--- config.mk ---
export PLATFORM = sky130hd
export DESIGN_NAME = ucsbece154b_perf_monitor
export DESIGN_NICKNAME = d
export VERILOG_FILES = /design/src/rtl/ucsbece154b_perf_monitor.sv
export SDC_FILE = /design/constraint.sdc
export NUM_CORES = 1
export LEC_CHECK = 0
export ABC_AREA = 1
export CAP_MARGIN = 15
export CORE_MARGIN = 2
export CORE_UTILIZATION = 40
export DETAILED_ROUTE_END_ITERATION = 12
export HOLD_SLACK_MARGIN = 0.03
export SLEW_MARGIN = 20
export SYNTH_ARGS = -nofsm -noshare
export SYNTH_HDL_FRONTEND = slang
export SYNTH_HIERARCHICAL = 1
export SYNTH_SLANG_ARGS = --single-unit
--- constraint.sdc ---
create_clock -name clk -period 7.35 [get_ports clk]
set_clock_uncertainty 0.15 [all_clocks]
set_input_delay 1.1025 -clock clk [delete_from_list [all_inputs] [get_ports clk]]
set_output_delay 1.1025 -clock clk [all_outputs]
set_load 0.01 [all_outputs]
--- src/rtl/ucsbece154b_perf_monitor.sv ---
// Performance monitor for the N-issue core: per-slot event classification, saturating
// event counters and a run FSM (IDLE/RUN/DONE). Optional histogram under `PERF_HIST_EN`.

module ucsbece154b_perf_lane #(
  parameter logic [31:0] PC_LIMIT = 32'h0001_0060
) (
  input  logic        valid,
  input  logic [31:0] pc,
  input  logic [6:0]  op,
  input  logic        mispred,
  input  logic        taken,
  output logic        instr,
  output logic        br,
  output logic        br_miss,
  output logic        jmp,
  output logic        jmp_miss
);
  assign instr    = valid && (pc != 32'd0) && (pc < PC_LIMIT);
  assign br       = valid && (op == 7'b1100011);
  assign br_miss  = br && mispred;
  assign jmp      = valid && ((op == 7'b1101111) || (op == 7'b1100111));
  assign jmp_miss = jmp && !taken;
endmodule

module ucsbece154b_perf_monitor #(
  parameter int          ISSUE_W  = 2,
  parameter int          CNT_W    = 32,
  parameter logic [31:0] HALT_PC  = 32'h0001_005c,
  parameter logic [31:0] PC_LIMIT = 32'h0001_0060,
  parameter int          MAX_CYC  = 500
) (
  input  logic                   clk,
  input  logic                   reset,
  input  logic                   start_i,
  input  logic                   clear_i,
  input  logic [31:0]            pcf_i,
  input  logic [ISSUE_W-1:0]     valid_e_i,
  input  logic [32*ISSUE_W-1:0]  pc_e_i,
  input  logic [7*ISSUE_W-1:0]   op_e_i,
  input  logic [ISSUE_W-1:0]     mispred_i,
  input  logic [ISSUE_W-1:0]     taken_i,
  input  logic [3:0]             rd_sel_i,
  output logic [CNT_W-1:0]       rd_data_o,
  output logic                   running_o,
  output logic                   done_o,
  output logic                   timeout_o
);
  typedef enum logic [1:0] {IDLE, RUN, DONE} state_t;
  localparam int NCNT = 6;

  state_t             state;
  logic [31:0]        prev_pcf;
  logic               prev_vld;
  logic [CNT_W-1:0]   cnt [NCNT];
  logic [2:0]         inc [NCNT];
  logic [ISSUE_W-1:0] l_instr, l_br, l_br_miss, l_jmp, l_jmp_miss;
  logic               halt, tmo, cnt_en;

  function automatic logic [CNT_W-1:0] sat_add(input logic [CNT_W-1:0] a, input logic [2:0] b);
    logic [CNT_W:0] s;
    s = {1'b0, a} + (CNT_W+1)'(b);
    return s[CNT_W] ? {CNT_W{1'b1}} : s[CNT_W-1:0];
  endfunction

  for (genvar k = 0; k < ISSUE_W; k++) begin : g_lane
    ucsbece154b_perf_lane #(.PC_LIMIT(PC_LIMIT)) u_lane (
      .valid    (valid_e_i[k]),
      .pc       (pc_e_i[32*k +: 32]),
      .op       (op_e_i[7*k +: 7]),
      .mispred  (mispred_i[k]),
      .taken    (taken_i[k]),
      .instr    (l_instr[k]),
      .br       (l_br[k]),
      .br_miss  (l_br_miss[k]),
      .jmp      (l_jmp[k]),
      .jmp_miss (l_jmp_miss[k])
    );
  end

  // Per-cycle increments: CYC, INSTR, BR, BR_MISS, JMP, JMP_MISS
  always_comb begin
    for (int i = 0; i < NCNT; i++) inc[i] = 3'd0;
    inc[0] = 3'd1;
    for (int k = 0; k < ISSUE_W; k++) begin
      inc[1] = inc[1] + {2'b0, l_instr[k]};
      inc[2] = inc[2] + {2'b0, l_br[k]};
      inc[3] = inc[3] + {2'b0, l_br_miss[k]};
      inc[4] = inc[4] + {2'b0, l_jmp[k]};
      inc[5] = inc[5] + {2'b0, l_jmp_miss[k]};
    end
  end

  assign cnt_en = (state == RUN) && !clear_i;
  // prev_vld keeps the first RUN cycle from comparing against a stale fetch PC
  assign halt = prev_vld && (pcf_i == prev_pcf) && (pc_e_i[31:0] == HALT_PC);
  assign tmo  = (MAX_CYC != 0) && (64'(cnt[0]) == 64'(MAX_CYC) - 64'd1);

  always_ff @(posedge clk or posedge reset) begin
    if (reset) begin
      state     <= IDLE;
      prev_pcf  <= 32'd0;
      prev_vld  <= 1'b0;
      timeout_o <= 1'b0;
    end else if (clear_i) begin
      state     <= IDLE;
      prev_vld  <= 1'b0;
      timeout_o <= 1'b0;
    end else begin
      case (state)
        IDLE: if (start_i) begin
          state    <= RUN;
          prev_vld <= 1'b0;
        end
        RUN: begin
          prev_pcf <= pcf_i;
          prev_vld <= 1'b1;
          if (halt) begin
            state     <= DONE;
            timeout_o <= 1'b0;
          end else if (tmo) begin
            state     <= DONE;
            timeout_o <= 1'b1;
          end
        end
        default: ;
      endcase
    end
  end

  always_ff @(posedge clk or posedge reset) begin
    if (reset) begin
      for (int i = 0; i < NCNT; i++) cnt[i] <= '0;
    end else if (clear_i) begin
      for (int i = 0; i < NCNT; i++) cnt[i] <= '0;
    end else if (cnt_en) begin
      for (int i = 0; i < NCNT; i++) cnt[i] <= sat_add(cnt[i], inc[i]);
    end
  end

`ifdef PERF_HIST_EN
  logic [CNT_W-1:0] hist [ISSUE_W+1];

  always_ff @(posedge clk or posedge reset) begin
    if (reset) begin
      for (int n = 0; n <= ISSUE_W; n++) hist[n] <= '0;
    end else if (clear_i) begin
      for (int n = 0; n <= ISSUE_W; n++) hist[n] <= '0;
    end else if (cnt_en) begin
      for (int n = 0; n <= ISSUE_W; n++)
        if (inc[1] == 3'(n)) hist[n] <= sat_add(hist[n], 3'd1);
    end
  end
`endif

  assign running_o = (state == RUN);
  assign done_o    = (state == DONE);

  always_comb begin
    rd_data_o = '0;
    case (rd_sel_i)
      4'd0: rd_data_o = cnt[0];
      4'd1: rd_data_o = cnt[1];
      4'd2: rd_data_o = cnt[2];
      4'd3: rd_data_o = cnt[3];
      4'd4: rd_data_o = cnt[4];
      4'd5: rd_data_o = cnt[5];
      4'd6: rd_data_o = {{(CNT_W-3){1'b0}}, timeout_o, done_o, running_o};
      default: begin
`ifdef PERF_HIST_EN
        for (int n = 0; n <= ISSUE_W; n++)
          if (rd_sel_i == 4'(8 + n)) rd_data_o = hist[n];
`endif
      end
    endcase
  end
endmodule
Word-level counts from Yosys, hierarchy flattened. Index checks and enable logic that the tools add are counted.

Add/subtract/negate cells: 11. Magnitude comparators: 2. Equality and inequality tests: 19. Multiplexer cells: 21. Bitwise gates (word level): 1. Reduce and logical (&&, ||, !) cells: 32.

Operators with widths (count): 192-bit 2-to-1 mux (2); 32-bit case mux with 7 select lines (1); 32-bit 2-to-1 mux (6); 32-bit by 2-bit adder with 33-bit output (5); 32-bit by 17-bit < comparator with 1-bit output (second input constant) (2); 32-bit nonzero test (2); 7-bit == test (second input constant) (6); 32-bit by 1-bit adder with 33-bit output (second input constant) (1); 32-bit by 17-bit == test with 1-bit output (second input constant) (1); 32-bit == test (1); 32-bit by 9-bit == test with 1-bit output (second input constant) (1); 1-bit logical AND (15); 4-bit by 3-bit == test with 1-bit output (second input constant) (3); 1-bit by 1-bit adder with 2-bit output (5); 4-bit by 2-bit == test with 1-bit output (second input constant) (2); 2-bit 2-to-1 mux (4); 1-bit 2-to-1 mux (6); 2-bit AND reduction (3); 3-bit nonzero test (2); 4-bit by 1-bit == test with 1-bit output (second input constant) (1); 4-bit logical NOT (1); 4-bit by 2-bit inequality test with 1-bit output (second input constant) (1); 2-bit case mux with 2 select lines (1); 2-bit nonzero test (2); other kinds (9) (12).

Flip-flop bits (word level): 228. Input bits: 124. Output and inout port bits: 35. Logic and storage cells: 96.

Longest topological paths before layout. Gate-level depths: netlist (run 1).

Depth after elaboration: 9. Depth in mapped cells: 20. Mapped depth without buffers: 20.

Cells and area by module. Netlist (run 1), hierarchy kept.

By module, submodules not included: ucsbece154b_perf_monitor (instances 1, cells each 2561, area each 16575.9 µm², seq. area each 5705.5 µm²); ucsbece154b_perf_lane (instances 2, cells each 50, area each 230.2 µm², seq. area each 0.0 µm²).

Worst setup path after synthesis (run 1). OpenSTA, ideal clock, no wires.

Path type: input to register. From: input port op_e_i[2]. To: register cnt[65] (netlist name). Library setup time: 0.074 ns. Arrival: 3.410 ns. Required time: 7.126 ns. Setup slack: 3.716 ns. Stages on the path: 17. Path buffers: 1. Cell sequence: or3_1 -> nor3b_2 -> inv_1 -> fa_1 -> inv_1 -> ha_1 -> nand2_2 -> inv_2 -> nand3_4 -> nor2_4 -> nand2_2 -> nor2_4 -> nand2_2 -> nor2_4 -> buf_6 -> o21ai_1 -> o21ai_2.

Word-level cells in the longest chain between the ends: 8.

Ends and longest elaborated chain: start, declared (line 39) `input logic [7*ISSUE_W-1:0] op_e_i,`; 7-bit == test (line 19) `assign br = valid && (op == 7'b1100011);`; 1-bit logical AND (line 19); 1-bit logical AND (line 20) `assign br_miss = br && mispred;`; net l_br_miss[0] (line 56) `logic [ISSUE_W-1:0] l_instr, l_br, l_br_miss, l_jmp, l_jmp_miss;`; 1-bit by 1-bit adder with 2-bit output (line 87) `inc[3] = inc[3] + {2'b0, l_br_miss[k]};`; 32-bit by 2-bit adder with 33-bit output (line 61) `s = {1'b0, a} + (CNT_W+1)'(b);`; 32-bit 2-to-1 mux (line 62) `return s[CNT_W] ? {CNT_W{1'b1}} : s[CNT_W-1:0];`; 192-bit 2-to-1 mux (line 135) `end else if (cnt_en) begin`; 192-bit 2-to-1 mux (line 133) `end else if (clear_i) begin`; end, declared (line 54) `logic [CNT_W-1:0] cnt [NCNT];`.

The timed path passes the listed nets, and every way through them passes these cells. The select of a mux whose other input is x is not followed. A chain may end at the register's enable or synchronous reset.

Worst setup path in the final report (run 1).
From: input port rd_sel_i[1]. To: output port rd_data_o[25].

Word-level cells in the longest chain between the ends: 2. Elaborated cells on any way between the ends: 8. Classes of those cells: eq/ne: 6; mux: 1; reduce/logical: 1.

Ends and longest elaborated chain: start, declared (line 42) `input logic [3:0] rd_sel_i,`; 4-bit by 3-bit == test with 1-bit output (tied with other cells) (line 160) `case (rd_sel_i)`; 32-bit case mux with 7 select lines (*) (line 160); end, declared (line 43) `output logic [CNT_W-1:0] rd_data_o,`.

Mark *: on every way between the ends. The rest lies on a longest branch, timed or not.

==> results.md, run 1 <==
* Status: complete, no violations
* Port bufs at 158
* Max-slew headroom at 28.2%
* Post-route cell area at 0.0200 mm^2
* Most common cell after layout, fill and taps aside: nand2_1
* Fill cells at 4384
* Vias at 18327
* Required time of the critical path at 6.10 ns
* Post CTS Setup Buffer Count at 0
* Number of global-route vias before repair at 17181
* Num ports at 159
* Number of remaining DRC errors at 0
* F_max at 171 MHz
* Max-cap violations at 0
* TritonCTS Buffers at 30
* Largest family of logic cells by synthesized area: simple AND/OR/NAND/NOR gates
* Period utilisation layout at 79.3%
* GPL Wtd Cong at 1.01
* Global-route wire length before repair at 105 mm
* Post-synth top flop: dfrtp_1
* Mux share of post-synthesis cell area at 0%
* Antenna Cells at 0
* Register area share after synthesis at 33.5%
* Leakage at 8.47 nW
* Arrival time worst endpoint at 4.58 ns
* Grt total ovfl at 0
* Hold Vio Cnt, Final at 0
* Post-cts resize count at 0
* Die area at 0.0443 mm^2
* Most frequent cells in the layout: nand2_1, inv_1, nor2_1
* Synth Area in Compound Gates at 12.0%
* Critical Setup Path Class: in -> out
* H-Tree Depth at 1
* Synth cell types at 48
* Async set-reset flop share out of synthesis at 100%
* WHS at 0.343 ns
* Max FO, Critical Path at 21
* Final-report setup violation count at 0
* Die X-Extent at 210 um
* Hold_buf cts at 0
* CP startpoint kind: input pin
* Avg Cell Area, Syn at 6.40 um^2
* WL/cell at 20.5 um
* Peak VDD IR at 0.155 mV
* Post-Route WL at 68.7 mm
* Core ar. at 0.0419 mm^2
* Share of post-route cells with drive strength above 1 at 5.10%
* Root buffer cell: clkbuf_16
* Xor and xnor fraction of the mapped netlist area at 3.86%
* P&R area growth vs syn at 17.6%
* FP Rows at 75
* Worst-Skew Late Latency at 0.58 ns
* Setup TNS at 0 ns
* Starting density of the core at 40.6%
* Worst-Margin Slew at 1.08 ns
* Largest net degree at the start of global routing at 131
* Vias per inst at 5.48
* Flop2flop setup slack at 4.00 ns
* CTS Buffer Depth at 3
* Initial antenna violation count at 0
* Fin crit period at 5.83 ns
* Total GRT Usage at 31.0%
* Mapped Area at 0.0170 mm^2
* Cells after Synth at 2661
* Flops & latches, synth at 228
* DR iter-0 viols at 2035
* Register Area at 0.00571 mm^2
* Adder-cell area share of the yosys netlist at 1.03%
* Crit end category: primary output
* CTS tree: built
* Nets at 2917
* Mapped Nets at 2796
* Unrepaired setup endpoints after global routing: false
* DRT Pass-1 Iters at 5
* Post-DP HPWL at 52.4 mm
* Worst min path class: reg -> reg
* Pwr per Cell Area at 179 mW/mm^2
* Die Span Y at 210 um
* Simple-gate portion of the synthesized area at 39.2%
* Multi-input logic area at 0.00957 mm^2
* Antenna viol nets, final at 0
* Yosys warnings at 6
* Fin. max-slew vios at 0
* Clock sink total at 228
* Number of flops mapped to enable cells by yosys at 0
* Worst-path clk slew at 0.06 ns
* Area post-placement at 0.0190 mm^2
[cells in the mapped netlist, drive strengths merged, types with 22 or more instances]
cell	instances	share of area, %
a221oi	23	1.2
dfrtp	228	33
nand4	37	1.5
o22ai	22	0.81
nand2	829	18
nor2	293	7.3
o21ai	268	8.0
clkbuf	43	0.95
xor2	71	3.7
buf	37	1.3
nor3	123	3.8
inv	374	8.2
nand3	221	6.7
[state kept, by name (all words and copies together), names as in the netlist]
name,flops
prev_pcf,32
timeout_o,1
prev_vld,1
cnt,192
state,2
[critical path, cell delays in order]
cell,delay [ns]
clkdlybuf4s50_1,0.44
inv_1,0.10
nor2_1,0.06
nand2_1,0.53
inv_1,0.60
a221oi_1,0.89
o2111ai_1,0.28
clkdlybuf4s50_1,0.56
[through the flow]
stage | total power, mW | instances | setup slack [ns] | utilization [%]
after global routing | 3.74 | 3343 | 1.49 | 47.8
after floorplan | 1.84 | 2661 | 3.12 | -
after global placement | 2.09 | 3289 | 1.71 | 45.4
after detailed placement | 2.10 | 3289 | 1.79 | 45.4
after CTS | 3.60 | 3343 | 1.78 | 47.8
final | 3.58 | 3343 | 1.52 | 47.8
[power breakdown]
part	switching (mW)	internal, mW
Combinational	0.476	0.193
Clock	0.610	0.894
Sequential	0.0556	1.35
[routing by layer]
layer	part of all wire, %	vias to the layer above	global-route usage, %
met5	0	-	0
met1	45	8648	43.9
met3	7.6	144	4.83
met4	4.0	0	11.0
li1	-	8825	-
met2	44	710	48.1
[final timing paths]
path	startpoint	endpoint	depth (start not counted)
min in group asynchronous	reset	cnt[22]$_DFFE_PP0P_	2
hold reg to reg	prev_pcf[30]$_DFFE_PP0P_	prev_pcf[30]$_DFFE_PP0P_	2
setup reg to reg	cnt[128]$_DFFE_PP0P_	cnt[154]$_DFFE_PP0P_	13
hold / removal	prev_pcf[30]$_DFFE_PP0P_	prev_pcf[30]$_DFFE_PP0P_	2
max in group asynchronous	reset	cnt[123]$_DFFE_PP0P_	4
setup / recovery	rd_sel_i[1]	rd_data_o[25]	8
[cell type report]
cell class,instances,area share [%]
clock buffer,51,4.90
clock inverter,3,0.0749
inverter,375,7.06
multi-input combinational,1978,47.8
sequential,228,28.5
tap,539,3.37
timing repair buffer,169,8.37
[logic make-up (layout without fill, tap and decap cells)]
group | Yosys count | after routing
compound gates | 355 | 355
xor+xnor | 75 | 75
fa+ha+maj | 11 | 11
buf+inv | 455 | 598
flops | 228 | 228
simple gates | 1537 | 1537
Power figures use the tool's default switching activity.
==> run 2, diff against run 1 <==
Clock period 7.35 ns to 5.3 ns, I/O delays scaled along.
==> results.md, run 2 (same netlist as run 1, synthesis figures left out) <==
* Crit end category: register (was primary output)
* HP Start: prev_pcf[4]$_DFFE_PP0P_ (was prev_pcf[30]$_DFFE_PP0P_)
* Max-slew headroom at 32.6% (was 28.2%)
* Period utilisation layout at 91.4%
* Initial antenna violation count at 1 (was 0)
* Most frequent cells in the layout: nand2_1, inv_1, nor2_1 (unchanged)
* Pwr Total at 4.98 mW (was 3.58 mW)
* GRT met1 Usage at 38.7% (was 43.9%)
* Status: complete, no violations (unchanged)
* Vias at 18363 (was 18327)
* Post-cts resize count at 0 (unchanged)
* Starting density of the core at 40.6% (unchanged)
* Slowest Stage Delay on Critical Path at 0.94 ns (was 0.89 ns)
* Root buffer cell: clkbuf_16 (unchanged)
* Largest register FFs at 192 (unchanged)
* Share of post-route cells with drive strength above 1 at 5.74% (was 5.10%)
* GPL Wtd Cong at 1.03 (was 1.01)
* Clock sink total at 228 (unchanged)
* Unrepaired setup endpoints after global routing: false (unchanged)
* F_max at 206 MHz
* Leakage at 8.55 nW (was 8.47 nW)
* Max FO, Critical Path at 30 (was 21)
* Critical Setup Path Class: in -> reg (was in -> out)
* Vias per inst at 5.47 (was 5.48)
* DR iter-0 viols at 1780 (was 2035)
* Worst-Margin Slew at 1.00 ns (was 1.08 ns)
* Nets at 2938 (was 2917)
* Most common cell after layout, fill and taps aside: nand2_1 (unchanged)
* Fin crit period at 4.84 ns
* Num ports at 159 (unchanged)
* Post-Route WL at 66.1 mm (was 68.7 mm)
* Die X-Extent at 210 um (unchanged)
* Post CTS Setup Buffer Count at 0 (unchanged)
* Registers with the most flip-flops: cnt: 192 flops, prev_pcf: 32 flops, state: 2 flops (unchanged)
* Port bufs at 158 (unchanged)
* Hold_buf cts at 0 (unchanged)
* Slowest stage cell, crit path: nor4_1 (was a221oi_1)
* CTS tree: built (unchanged)
* Number of remaining DRC errors at 0 (unchanged)
* CP startpoint kind: input pin (unchanged)
* Setup TNS at 0 ns (unchanged)
* Total GRT Usage at 30.0% (was 31.0%)
* Worst Setup Slack, final at 0.457 ns (was 1.52 ns)
* Worst-Skew Late Latency at 0.59 ns (was 0.58 ns)
* FP Rows at 75 (unchanged)
* Largest net degree at the start of global routing at 146 (was 131)
* Dpl ws at -0.0814 ns (was 1.79 ns)
* Worst min path class: reg -> reg (unchanged)
* Final Util at 48.2% (was 47.8%)
* WL/cell at 19.7 um (was 20.5 um)
* DRT Pass-1 Iters at 6 (was 5)
* Worst-path clk slew at 0.05 ns (was 0.06 ns)
* Antenna viol nets, final at 0 (unchanged)
* GRT Max-Usage Layer: met2 (unchanged)
* TritonCTS Buffers at 29 (was 30)
* Core ar. at 0.0419 mm^2 (unchanged)
* Peak VDD IR at 0.223 mV (was 0.155 mV)
* Met3 usage in global routing at 7.12% (was 4.83%)
* CTS Buffer Depth at 3 (unchanged)
* Pwr per Cell Area at 246 mW/mm^2 (was 179 mW/mm^2)
* Biggest register: cnt (unchanged)
* CP Launch Point: valid_e_i[1] (was rd_sel_i[1])
* GRT met2 Usage at 47.5% (was 48.1%)
* Required time of the critical path at 5.63 ns (was 6.10 ns)
* Fin. max-slew vios at 0 (unchanged)
* Grt total ovfl at 0 (unchanged)
* Number of global-route vias before repair at 17832 (was 17181)
* Die Span Y at 210 um (unchanged)
* Global-route wire length before repair at 103 mm (was 105 mm)
* Hold Vio Cnt, Final at 0 (unchanged)
* H-Tree Depth at 1 (unchanged)
* R2r startpoint: cnt[0]$_DFFE_PP0P_ (was cnt[128]$_DFFE_PP0P_)
* Fill cells at 4332 (was 4384)
* Final-report setup violation count at 0 (unchanged)
* Post-DP HPWL at 50.8 mm (was 52.4 mm)
* Die area at 0.0443 mm^2 (unchanged)
* P&R area growth vs syn at 18.7% (was 17.6%)
* Arrival time worst endpoint at 5.17 ns (was 4.58 ns)
* CP Cell Sequence: clkdlybuf4s50_1, nand4_1, nor4_1, inv_1, fa_1, inv_1, ha_1, nand2_2, nor3_2, nand3_2, nor2_2, nand2_2, nand3_1, nand2_1, o21ai_0 (was clkdlybuf4s50_1, inv_1, nor2_1, nand2_1, inv_1, a221oi_1, o2111ai_1, clkdlybuf4s50_1)
* Max-cap violations at 0 (unchanged)
==> run 2: changes by cell type in the layout (fill, tap and decap cells not counted), sizes merged <==
| cell | previous run | this run |
|---|---|---|
| buf | 11 | 33 |
| clkbuf | 51 | 36 |
| bufinv | 0 | 4 |
| clkinvlp | 1 | 5 |
| diode | 0 | 1 |
| inv | 373 | 374 |
==> run 2: path summary, 6_finish.rpt <==
kind                       cells after the start                 endpoint  slack, ns
max                                           15      cnt[28]$_DFFE_PP0P_       0.46
min                                            2  prev_pcf[4]$_DFFE_PP0P_       0.34
max reg2reg                                   12      cnt[28]$_DFFE_PP0P_       2.30
min reg2reg                                    2  prev_pcf[4]$_DFFE_PP0P_       0.34
max in group asynchronous                      3      cnt[93]$_DFFE_PP0P_       3.30
min in group asynchronous                      2      cnt[21]$_DFFE_PP0P_       0.44
==> run 2: cell type report <==
class | count | area, um^2 | area share, %
diodes | 1 | 2.50 | 0.0124
clock buffers | 36 | 792 | 3.92
clock inverters | 12 | 174 | 0.860
inverters | 375 | 1410 | 6.99
multi-input cells | 1978 | 9570 | 47.3
flip-flops and latches | 228 | 5710 | 28.2
well taps | 539 | 674 | 3.34
repair buffers | 191 | 1890 | 9.36
==> run 2: report_power, final <==
| part | internal (mW) | switching, mW | leakage (nW) |
|---|---|---|---|
| sequential | 1.87 | 0.0796 | 3.13 |
| combinational | 0.297 | 0.662 | 4.95 |
| clock | 1.24 | 0.829 | 0.463 |
==> run 2: worst max-delay path: cells and delay by family <==
kind / cells / cell delay [ns]
adder cells (fa/ha/maj): 2 / 0.61
AO/OA/AOI/OAI: 1 / 0.10
AND/OR/NAND/NOR: 9 / 2.90
buffers and inverters: 3 / 0.76
==> run 2: stage by stage <==
step / std cells / hold WS, ns / instance area [um^2]
2_1_floorplan: 2661 / 0.311 / 17000
3_3_place_gp: 3311 / 0.326 / 19300
3_5_place_dp: 3311 / 0.333 / 19300
4_1_cts: 3359 / 0.346 / 20200
5_1_grt: 3359 / 0.361 / 20200
6_report: 3360 / 0.341 / 20200
==> run 2: routing by layer <==
| metal | wire length, um | share of wire, % |
|---|---|---|
| met3 | 6010 | 9.1 |
| met1 | 27600 | 42 |
| met4 | 3430 | 5.2 |
| met5 | 98 | 0.15 |
| met2 | 29000 | 44 |
